`src/rtl/reg_file_sb.sv`:
```
// -----------------------------------------------------------------------------
// reg_file_sb
// Register file for a pipelined LC-3 datapath. It has two combinational read
// ports and one write port, an optional write-to-read bypass and an optional
// hardwired-zero R0. It also keeps a per-register scoreboard of pending writes.
// Decode reserves a write with ISSUE, and writeback retires it with LD_REG.
//
// Ports
//   Clk         in   1      rising-edge clock
//   Reset_n     in   1      asynchronous active-low reset
//   In          in   WIDTH  write data
//   LD_REG      in   1      write enable; also retires one pending write on DR_addr
//   DR_addr     in   AW     write address
//   SR1_addr    in   AW     read port 1 address
//   SR2_addr    in   AW     read port 2 address
//   SR1_out     out  WIDTH  read port 1 data (combinational)
//   SR2_out     out  WIDTH  read port 2 data (combinational)
//   ISSUE       in   1      reserve a pending write to ISSUE_addr
//   ISSUE_addr  in   AW     register being reserved
//   SR1_busy    out  1      SR1_addr still has outstanding writes after bypass
//   SR2_busy    out  1      SR2_addr still has outstanding writes after bypass
//   busy_vec    out  DEPTH  bit i set when the pending count of Ri is non-zero
//   err         out  2      sticky: [0] issue at saturation, [1] retire at count 0
// -----------------------------------------------------------------------------
module reg_file_sb #(
    parameter int WIDTH    = 16,
    parameter int DEPTH    = 8,
    parameter int MAX_PEND = 3,
    parameter bit BYPASS   = 1'b1,
    parameter bit ZERO_R0  = 1'b0,
    localparam int AW      = $clog2(DEPTH)
) (
    input  logic             Clk,
    input  logic             Reset_n,
    input  logic [WIDTH-1:0] In,
    input  logic             LD_REG,
    input  logic [AW-1:0]    DR_addr,
    input  logic [AW-1:0]    SR1_addr,
    input  logic [AW-1:0]    SR2_addr,
    output logic [WIDTH-1:0] SR1_out,
    output logic [WIDTH-1:0] SR2_out,
    input  logic             ISSUE,
    input  logic [AW-1:0]    ISSUE_addr,
    output logic             SR1_busy,
    output logic             SR2_busy,
    output logic [DEPTH-1:0] busy_vec,
    output logic [1:0]       err
);

    localparam int            CW      = $clog2(MAX_PEND + 1);
    localparam logic [CW-1:0] CNT_MAX = CW'(MAX_PEND);
    localparam logic [CW-1:0] CNT_ONE = CW'(1);
    localparam logic [CW-1:0] CNT_ZRO = {CW{1'b0}};
    localparam logic [AW-1:0] R0_ADDR = {AW{1'b0}};

    logic [WIDTH-1:0] regs_q [DEPTH];
    logic [WIDTH-1:0] regs_d [DEPTH];
    logic [CW-1:0]    cnt_q  [DEPTH];
    logic [CW-1:0]    cnt_d  [DEPTH];
    logic [1:0]       err_q;
    logic [1:0]       err_d;
    logic             inc_s  [DEPTH];
    logic             dec_s  [DEPTH];
    logic             wr_ok_s;
    logic             fwd1_s;
    logic             fwd2_s;
    logic             iss1_s;
    logic             iss2_s;

    // Per-register issue and retire strobes.
    always_comb begin
        for (int i = 0; i < DEPTH; i++) begin
            inc_s[i] = ISSUE  && (ISSUE_addr == AW'(i));
            dec_s[i] = LD_REG && (DR_addr    == AW'(i));
        end
    end

    // Writes to a hardwired R0 are dropped, and R0 is never forwarded.
    assign wr_ok_s = LD_REG && !(ZERO_R0 && (DR_addr == R0_ADDR));

    // Next state for the data array, the scoreboard counters and the sticky errors.
    always_comb begin
        regs_d = regs_q;
        cnt_d  = cnt_q;
        err_d  = err_q;
        if (wr_ok_s) begin
            regs_d[DR_addr] = In;
        end else begin
            regs_d = regs_q;
        end
        for (int i = 0; i < DEPTH; i++) begin
            if (ZERO_R0 && (i == 0)) begin
                cnt_d[i] = CNT_ZRO;
            end else if (inc_s[i] && !dec_s[i]) begin
                if (cnt_q[i] == CNT_MAX) begin
                    err_d[0] = 1'b1;
                end else begin
                    cnt_d[i] = cnt_q[i] + CNT_ONE;
                end
            end else if (dec_s[i] && !inc_s[i]) begin
                // The data is still written even when nothing was pending.
                if (cnt_q[i] == CNT_ZRO) begin
                    err_d[1] = 1'b1;
                end else begin
                    cnt_d[i] = cnt_q[i] - CNT_ONE;
                end
            end else begin
                // An issue and a retire in the same cycle cancel, even at the limits.
                cnt_d[i] = cnt_q[i];
            end
        end
    end

    // State registers with asynchronous clear.
    always_ff @(posedge Clk or negedge Reset_n) begin
        if (!Reset_n) begin
            for (int i = 0; i < DEPTH; i++) begin
                regs_q[i] <= {WIDTH{1'b0}};
                cnt_q[i]  <= CNT_ZRO;
            end
            err_q <= 2'b00;
        end else begin
            regs_q <= regs_d;
            cnt_q  <= cnt_d;
            err_q  <= err_d;
        end
    end

    // Read ports with optional forwarding of the same-cycle write.
    always_comb begin
        fwd1_s = BYPASS && wr_ok_s && (DR_addr == SR1_addr);
        fwd2_s = BYPASS && wr_ok_s && (DR_addr == SR2_addr);
        iss1_s = ISSUE && (ISSUE_addr == SR1_addr);
        iss2_s = ISSUE && (ISSUE_addr == SR2_addr);

        if (fwd1_s) begin
            SR1_out = In;
        end else if (ZERO_R0 && (SR1_addr == R0_ADDR)) begin
            SR1_out = {WIDTH{1'b0}};
        end else begin
            SR1_out = regs_q[SR1_addr];
        end

        if (fwd2_s) begin
            SR2_out = In;
        end else if (ZERO_R0 && (SR2_addr == R0_ADDR)) begin
            SR2_out = {WIDTH{1'b0}};
        end else begin
            SR2_out = regs_q[SR2_addr];
        end

        // The last outstanding write being forwarded now means the value is final.
        if (fwd1_s && (cnt_q[SR1_addr] == CNT_ONE) && !iss1_s) begin
            SR1_busy = 1'b0;
        end else begin
            SR1_busy = (cnt_q[SR1_addr] != CNT_ZRO);
        end

        if (fwd2_s && (cnt_q[SR2_addr] == CNT_ONE) && !iss2_s) begin
            SR2_busy = 1'b0;
        end else begin
            SR2_busy = (cnt_q[SR2_addr] != CNT_ZRO);
        end
    end

    // Busy view built from the registered counters only.
    always_comb begin
        for (int i = 0; i < DEPTH; i++) begin
            busy_vec[i] = (cnt_q[i] != CNT_ZRO);
        end
    end

    assign err = err_q;

endmodule

```
`config.mk`:
```
export PLATFORM = sky130hd
export DESIGN_NAME = reg_file_sb
export DESIGN_NICKNAME = d
export VERILOG_FILES = /design/src/rtl/reg_file_sb.sv
export SDC_FILE = /design/constraint.sdc
export NUM_CORES = 1
export LEC_CHECK = 0
export ABC_AREA = 1
export BUFFER_PORTS_ARGS = -buffer_cell sky130_fd_sc_hd__buf_4
export CORE_UTILIZATION = 40
export DETAILED_ROUTE_END_ITERATION = 10
export HOLD_SLACK_MARGIN = 0.03
export SYNTH_ARGS = -nofsm -noshare
export SYNTH_HDL_FRONTEND = slang
export SYNTH_SLANG_ARGS = --single-unit
```
`constraint.sdc`:
```
create_clock -name Clk -period 2.9 [get_ports Clk]
set_input_delay 0.145 -clock Clk [delete_from_list [all_inputs] [get_ports Clk]]
set_output_delay 0.145 -clock Clk [all_outputs]
set_load 0.005 [all_outputs]
```
# ---- Yosys cells after proc, flatten, opt, wreduce, memory -nomap -nowiden
# Index checks and enable logic that the tools add are counted.
# Widths: inputs -> output; s select.
dict set report op_classes {
  reduce_logical 95
  magnitude_cmp 4
  add_sub_neg 16
  eq_ne 44
  muxes 91
  bitwise_logic 3
}
# cell count
set ops {}
lappend ops {{$bwmux 128} 1}
lappend ops {{$mux 16} 7}
lappend ops {{$bmux 16 s3} 2}
lappend ops {{$mux 2} 36}
lappend ops {{$demux 16 s3} 1}
lappend ops {{$mux 1} 42}
lappend ops {{$logic_and 1x1->1} 41}
lappend ops {{$reduce_bool 2->1} 18}
lappend ops {{$ne 2x2->1 const B} 16}
lappend ops {{$eq 3x3->1 const B} 8}
lappend ops {{$reduce_and 3->1} 8}
lappend ops {{$logic_not 1->1} 18}
lappend ops {{$add 2x1->2 const B} 8}
lappend ops {{$eq 2x2->1 const B} 8}
lappend ops {{$logic_not 2->1} 8}
lappend ops {{$sub 2x1->2 const B} 8}
lappend ops {{$bmux 2 s3} 2}
lappend ops {{$eq 3x2->1 const B} 4}
lappend ops {{$eq 3x3->1} 4}
lappend ops {{$ge 4x4->1 const B} 3}
lappend ops {{$not 3->4} 3}
lappend ops {{$eq 3x1->1 const B} 2}
lappend ops {{$logic_not 3->1} 2}
lappend ops {{$eq 2x1->1 const B} 2}
lappend ops {{$lt 4x1->1 const B} 1}
dict set report totals {
  inputBits 32
  ff_bits 146
  out_inout_bits 44
}

# ---- Logic depth before layout (Yosys ltp)
dict set report depth {
  ltp_word 27
  depth_mapped 11
  ltp_nobuf 10
}

# ---- Worst setup path before layout
# OpenSTA, ideal clock, no wires.
dict set report synth_timing {
  path_kind {input to register}
  start {in DR_addr[2]}
  end {reg cnt_q[7] (netlist bit)}
  setup_time_ns 0.123
  t_arrival_ns 1.333
  setup_slack_ns 1.444
  stages 9
  cell_sequence {buf_2 > inv_1 > nor2_1 > nand2_1 > buf_2 > inv_1 > ha_1 > a211oi_1 > nor2_1}
}
dict set report synth_between {
  elab_chain_cells 6
  elab_cells_between_ends 10
  cone_classes {3 x eq/ne; 1 x mux; 6 x reduce/logical}
}
# item line
set synth_rtl {}
lappend synth_rtl {{start, declared} 37} ;# input logic [AW-1:0] DR_addr,
lappend synth_rtl {{$eq 3x3->1 *} 74} ;# dec_s[i] = LD_REG && (DR_addr == AW'(i));
lappend synth_rtl {{$logic_and 1x1->1 *} 74}
lappend synth_rtl {{$logic_not 1->1} 94} ;# end else if (inc_s[i] && !dec_s[i]) begin
lappend synth_rtl {{$logic_and 1x1->1} 94}
lappend synth_rtl {{$ne 2x2->1 (no line) or $reduce_bool 2->1 (tied branches)} --}
lappend synth_rtl {{$reduce_and 3->1 (no line)} --}
lappend synth_rtl {{end signal, assigned} 124} ;# cnt_q <= cnt_d;
lappend synth_rtl {{end, declared} 58} ;# logic [CW-1:0] cnt_q [DEPTH];
# Mark *: on every way between the ends. The rest lies on a longest branch, timed or not.
# A chain may end at the register's enable or synchronous reset.

# ---- Worst setup path after layout
dict set report layout_timing {
  start {in SR2_addr[2]}
  end {out SR2_out[14]}
}
dict set report layout_between {
  elab_chain_cells 5
  elab_cells_between_ends 7
  cone_classes {1 x eq/ne; 4 x mux; 1 x bitwise; 1 x reduce/logical}
}
# item line
set layout_rtl {}
lappend layout_rtl {{start, declared} 39} ;# input logic [AW-1:0] SR2_addr,
lappend layout_rtl {{$not 3->4 (implied by the code)} 149} ;# SR2_out = regs_q[SR2_addr];
lappend layout_rtl {{$bmux 16 s3} 149}
lappend layout_rtl {{$mux 16 (implied by the code) (2 in series)} 149}
lappend layout_rtl {{$mux 16 *} 144} ;# if (fwd2_s) begin
lappend layout_rtl {{end, declared} 41} ;# output logic [WIDTH-1:0] SR2_out,
# Mark *: on every way between the ends. The rest lies on a longest branch, timed or not. The select of a mux whose other input is x is not followed.

==> impl_metrics.yaml <==
worst_setup_path:
  critPathArrivalTime_ns: 1.83
  worst_setup_path_start_kind: "primary input"
  critical_path.top_delay_family: "simple AND/OR/NAND/NOR gates"
  worst_ep_required_time_ns: 2.76
  slowest_stage: "inv_1"
  worst_setup_path_end_kind: "output pin"
  crit_buf_inv: 3
  worst-setup-path-type: "primary input to output pin"
  cpPeakStageDelay_ns: 0.31
  crit_chain: "buf_4 -> inv_1 -> nand2_1 -> nand2_1 -> nor2_1 -> nand2_2 -> nand3_1 -> nand2_1 -> buf_4"
  cp_common_cell: "nand2_1"
  path_max_fanout: 22
synth:
  yosysSeqAreaShare_pct: 38.5
  synth_cells: 1486
  syn_area_per_cell_um2: 6.39
  synth_cell_types: 27
  ys.flop_type: "dfrtp_1"
  syn_nets: 1534
  synth_edf_count: 0
  synth.most_common_cell: "nand2_1"
  synth_top_area_share_pct: 38.5
  ys_async_sr_fraction_pct: 100
  ys_ff_latch: 146
  synth_top_cell_by_area: "dfrtp_1"
  ys_warn_count: 0
  synth_commonest_cells: "565 x nand2_1, 263 x nand3_1, 201 x inv_1"
  yosys-top-cells-area: "dfrtp_1 38%, nand2_1 22%, nand3_1 14%, inv_1 7.9%, o21ai_0 7.2%"
  netlist_area_um2: 9500
timing:
  setup_tns_ns: 0
  max_slew_margin_pct: 52.2
  slew_viol_final: 0
  fmax_mhz: 506
  finClkSkew_ns: 0.00304
  fin_crit_sh_pct: 68.1
  rsz0062_at_grt: "false"
  setup_ws_ns: 0.925
  worst_pin_slew_ns: 0.716
  hold_viol_final: 0
  setup_viol: 0
  fin_crit_ns: 1.97
route:
  via_per_inst: 5.21
  ant_nets: 0
  wire_per_inst_um: 16.8
  drt_iter0_markers: 890
  drt_wl_total_mm: 31.3
  dr.pass1.iters: 6
  drc: 0
  vias: 9731
floorplanning:
  core-area_um2: 23400
  die_x_um: 156
  rows: 56
  die_h_um: 156
  initial_core_util_pct: 40.6
  die_area_um2: 24400
  io_pins: 76
cts:
  cts_max_path_buffers: 2
  post_cts_buffers: 0
  clock_sinks: 146
  htreeDepth: 4
  cts_tree: "built"
  clkLatencyLatePin_ns: 0.43
  clk_pin_slew_ns: 0.06
  clockRootBuffer: "clkbuf_16"
  cts_made_buffers: 17
placement:
  dp.cells: 1819
  dpl.hpwl_mm: 20.5
  gp_congestion: 0.980
  dp_slack_ns: 0.969
  io_buffers: 75
global_routing:
  grt.total_usage_pct: 27.1
  grt_start_max_net_pins: 69
  grt.overflow.total: 0
  antenna_found_initial: 0
  grt_pass1_vias: 9437
  grt_pass1_wl_mm: 50.8
hold_path:
  hold_path.class: "primary input to async pin"
layout:
  drive_above_1_share_pct: 8.85
  final_cells: 1867
  syn2layout_area_growth_pct: 16.4
  nets: 1584
  nFillCells: 2486
  diodes: 0
status:
  status: "finished clean"
job:
  drv_cap: 0
pwr:
  cellLeakagePower_nw: 5.94
  power_density_nw_per_um2: 618
  peakVddDrop_v: 0.000305
cells by family (layout without fill, tap and decap cells):
| group | Yosys count | after routing | share of synthesized area [%] |
|---|---|---|---|
| adder cells (fa/ha/maj) | 16 | 16 | 2.11 |
| AO/OA/AOI/OAI | 157 | 157 | 8.58 |
| XOR/XNOR | 2 | 2 | 0.185 |
| buffers and inverters | 288 | 350 | 12.2 |
| AND/OR/NAND/NOR | 877 | 877 | 38.5 |
| flip-flops | 146 | 146 | 38.5 |
timing repair:
item	4_1_cts	5_1_grt
endpoints found under the setup margin	0	0
hold buffers	17	0
hold endpoints to repair	69	0
resized for setup	0	0
metrics by stage:
step | hold slack [ns] | area, um2 | power [W] | utilization (%)
final | 0.249 | 11000 | 0.00682 | 47.2
after global placement | 0.154 | 10300 | 0.00446 | 43.9
after detailed placement | 0.153 | 10300 | 0.00449 | 43.9
after CTS | 0.274 | 11000 | 0.00686 | 47.2
after global routing | 0.283 | 11000 | 0.00728 | 47.2
after floorplan | -0.151 | 9500 | 0.00382 | -
final cells by class:
| cell class | count | area [um2] | share of cell area [%] |
|---|---|---|---|
| inverter | 204 | 766 | 6.93 |
| clock inverter | 11 | 161 | 1.46 |
| tap | 319 | 399 | 3.61 |
| timing repair buffer | 115 | 935 | 8.46 |
| multi-input combinational | 1052 | 4690 | 42.4 |
| clock buffer | 20 | 447 | 4.04 |
| sequential | 146 | 3650 | 33.1 |
sequential cells by signal, summed over array words and instances (netlist names):
register and count:
regs_q 128, cnt_q 16, err 2
cells in the final DEF (no fill, tap or decap):
| cell | count |
|---|---|
| buf_6 | 1 |
| nand2_1 | 565 |
| nor2_2 | 1 |
| nand2_2 | 1 |
| nor2_1 | 40 |
| buf_4 | 95 |
| and3_1 | 1 |
| or2_2 | 2 |
| clkinvlp_4 | 1 |
| clkbuf_1 | 2 |
| ha_1 | 16 |
| a21oi_1 | 7 |
| inv_2 | 4 |
| o21ai_0 | 136 |
| clkinv_2 | 5 |
| a22oi_1 | 1 |
| bufinv_16 | 4 |
| nor2_4 | 2 |
| o31ai_1 | 5 |
| nand3_1 | 263 |
| inv_1 | 200 |
| buf_12 | 2 |
| xor2_1 | 2 |
| nand4_1 | 1 |
| dlygate4sd3_1 | 17 |
| clkbuf_8 | 1 |
| a211oi_1 | 3 |
| clkbuf_16 | 17 |
| o22ai_1 | 2 |
| dfrtp_1 | 146 |
| a31oi_1 | 3 |
| nand3b_1 | 1 |
| clkinv_4 | 1 |
routing by layer:
metal | vias up | routed length [um] | GRT usage, %
met2 | 441 | 13900 | 42.2
li1 | 4746 | - | -
met4 | 0 | 880 | 10.7
met5 | - | 0 | 0
met1 | 4488 | 14200 | 36.9
met3 | 56 | 2390 | 5.19
power by group:
part / leakage, nW / internal [W] / switching [W]
Clock: 0.299 / 0.00145 / 0.000884
Combinational: 3.81 / 0.000694 / 0.00112
Sequential: 1.83 / 0.00242 / 0.000247
worst register-to-register path: stages, from the launching register on:
cell and delay, ns:
dfrtp_1 0.46, inv_1 0.09, nand3b_1 0.10, o21ai_0 0.07
nor2_1 0.26, nand3_1 0.12
final timing paths:
path	depth (start not counted)	endpoint	start	slack, ns
setup / recovery	9	SR2_out[14]	SR2_addr[2]	0.93
hold / removal	2	regs_q[22]	Reset_n	0.25
setup reg to reg	5	err[1]	cnt_q[4]	1.68
hold reg to reg	2	regs_q[49]	regs_q[49]	0.48
max in group asynchronous	3	regs_q[94]	Reset_n	1.90
min in group Clk	5	cnt_q[13]	DR_addr[2]	0.37
Power figures use the tool's default switching activity.
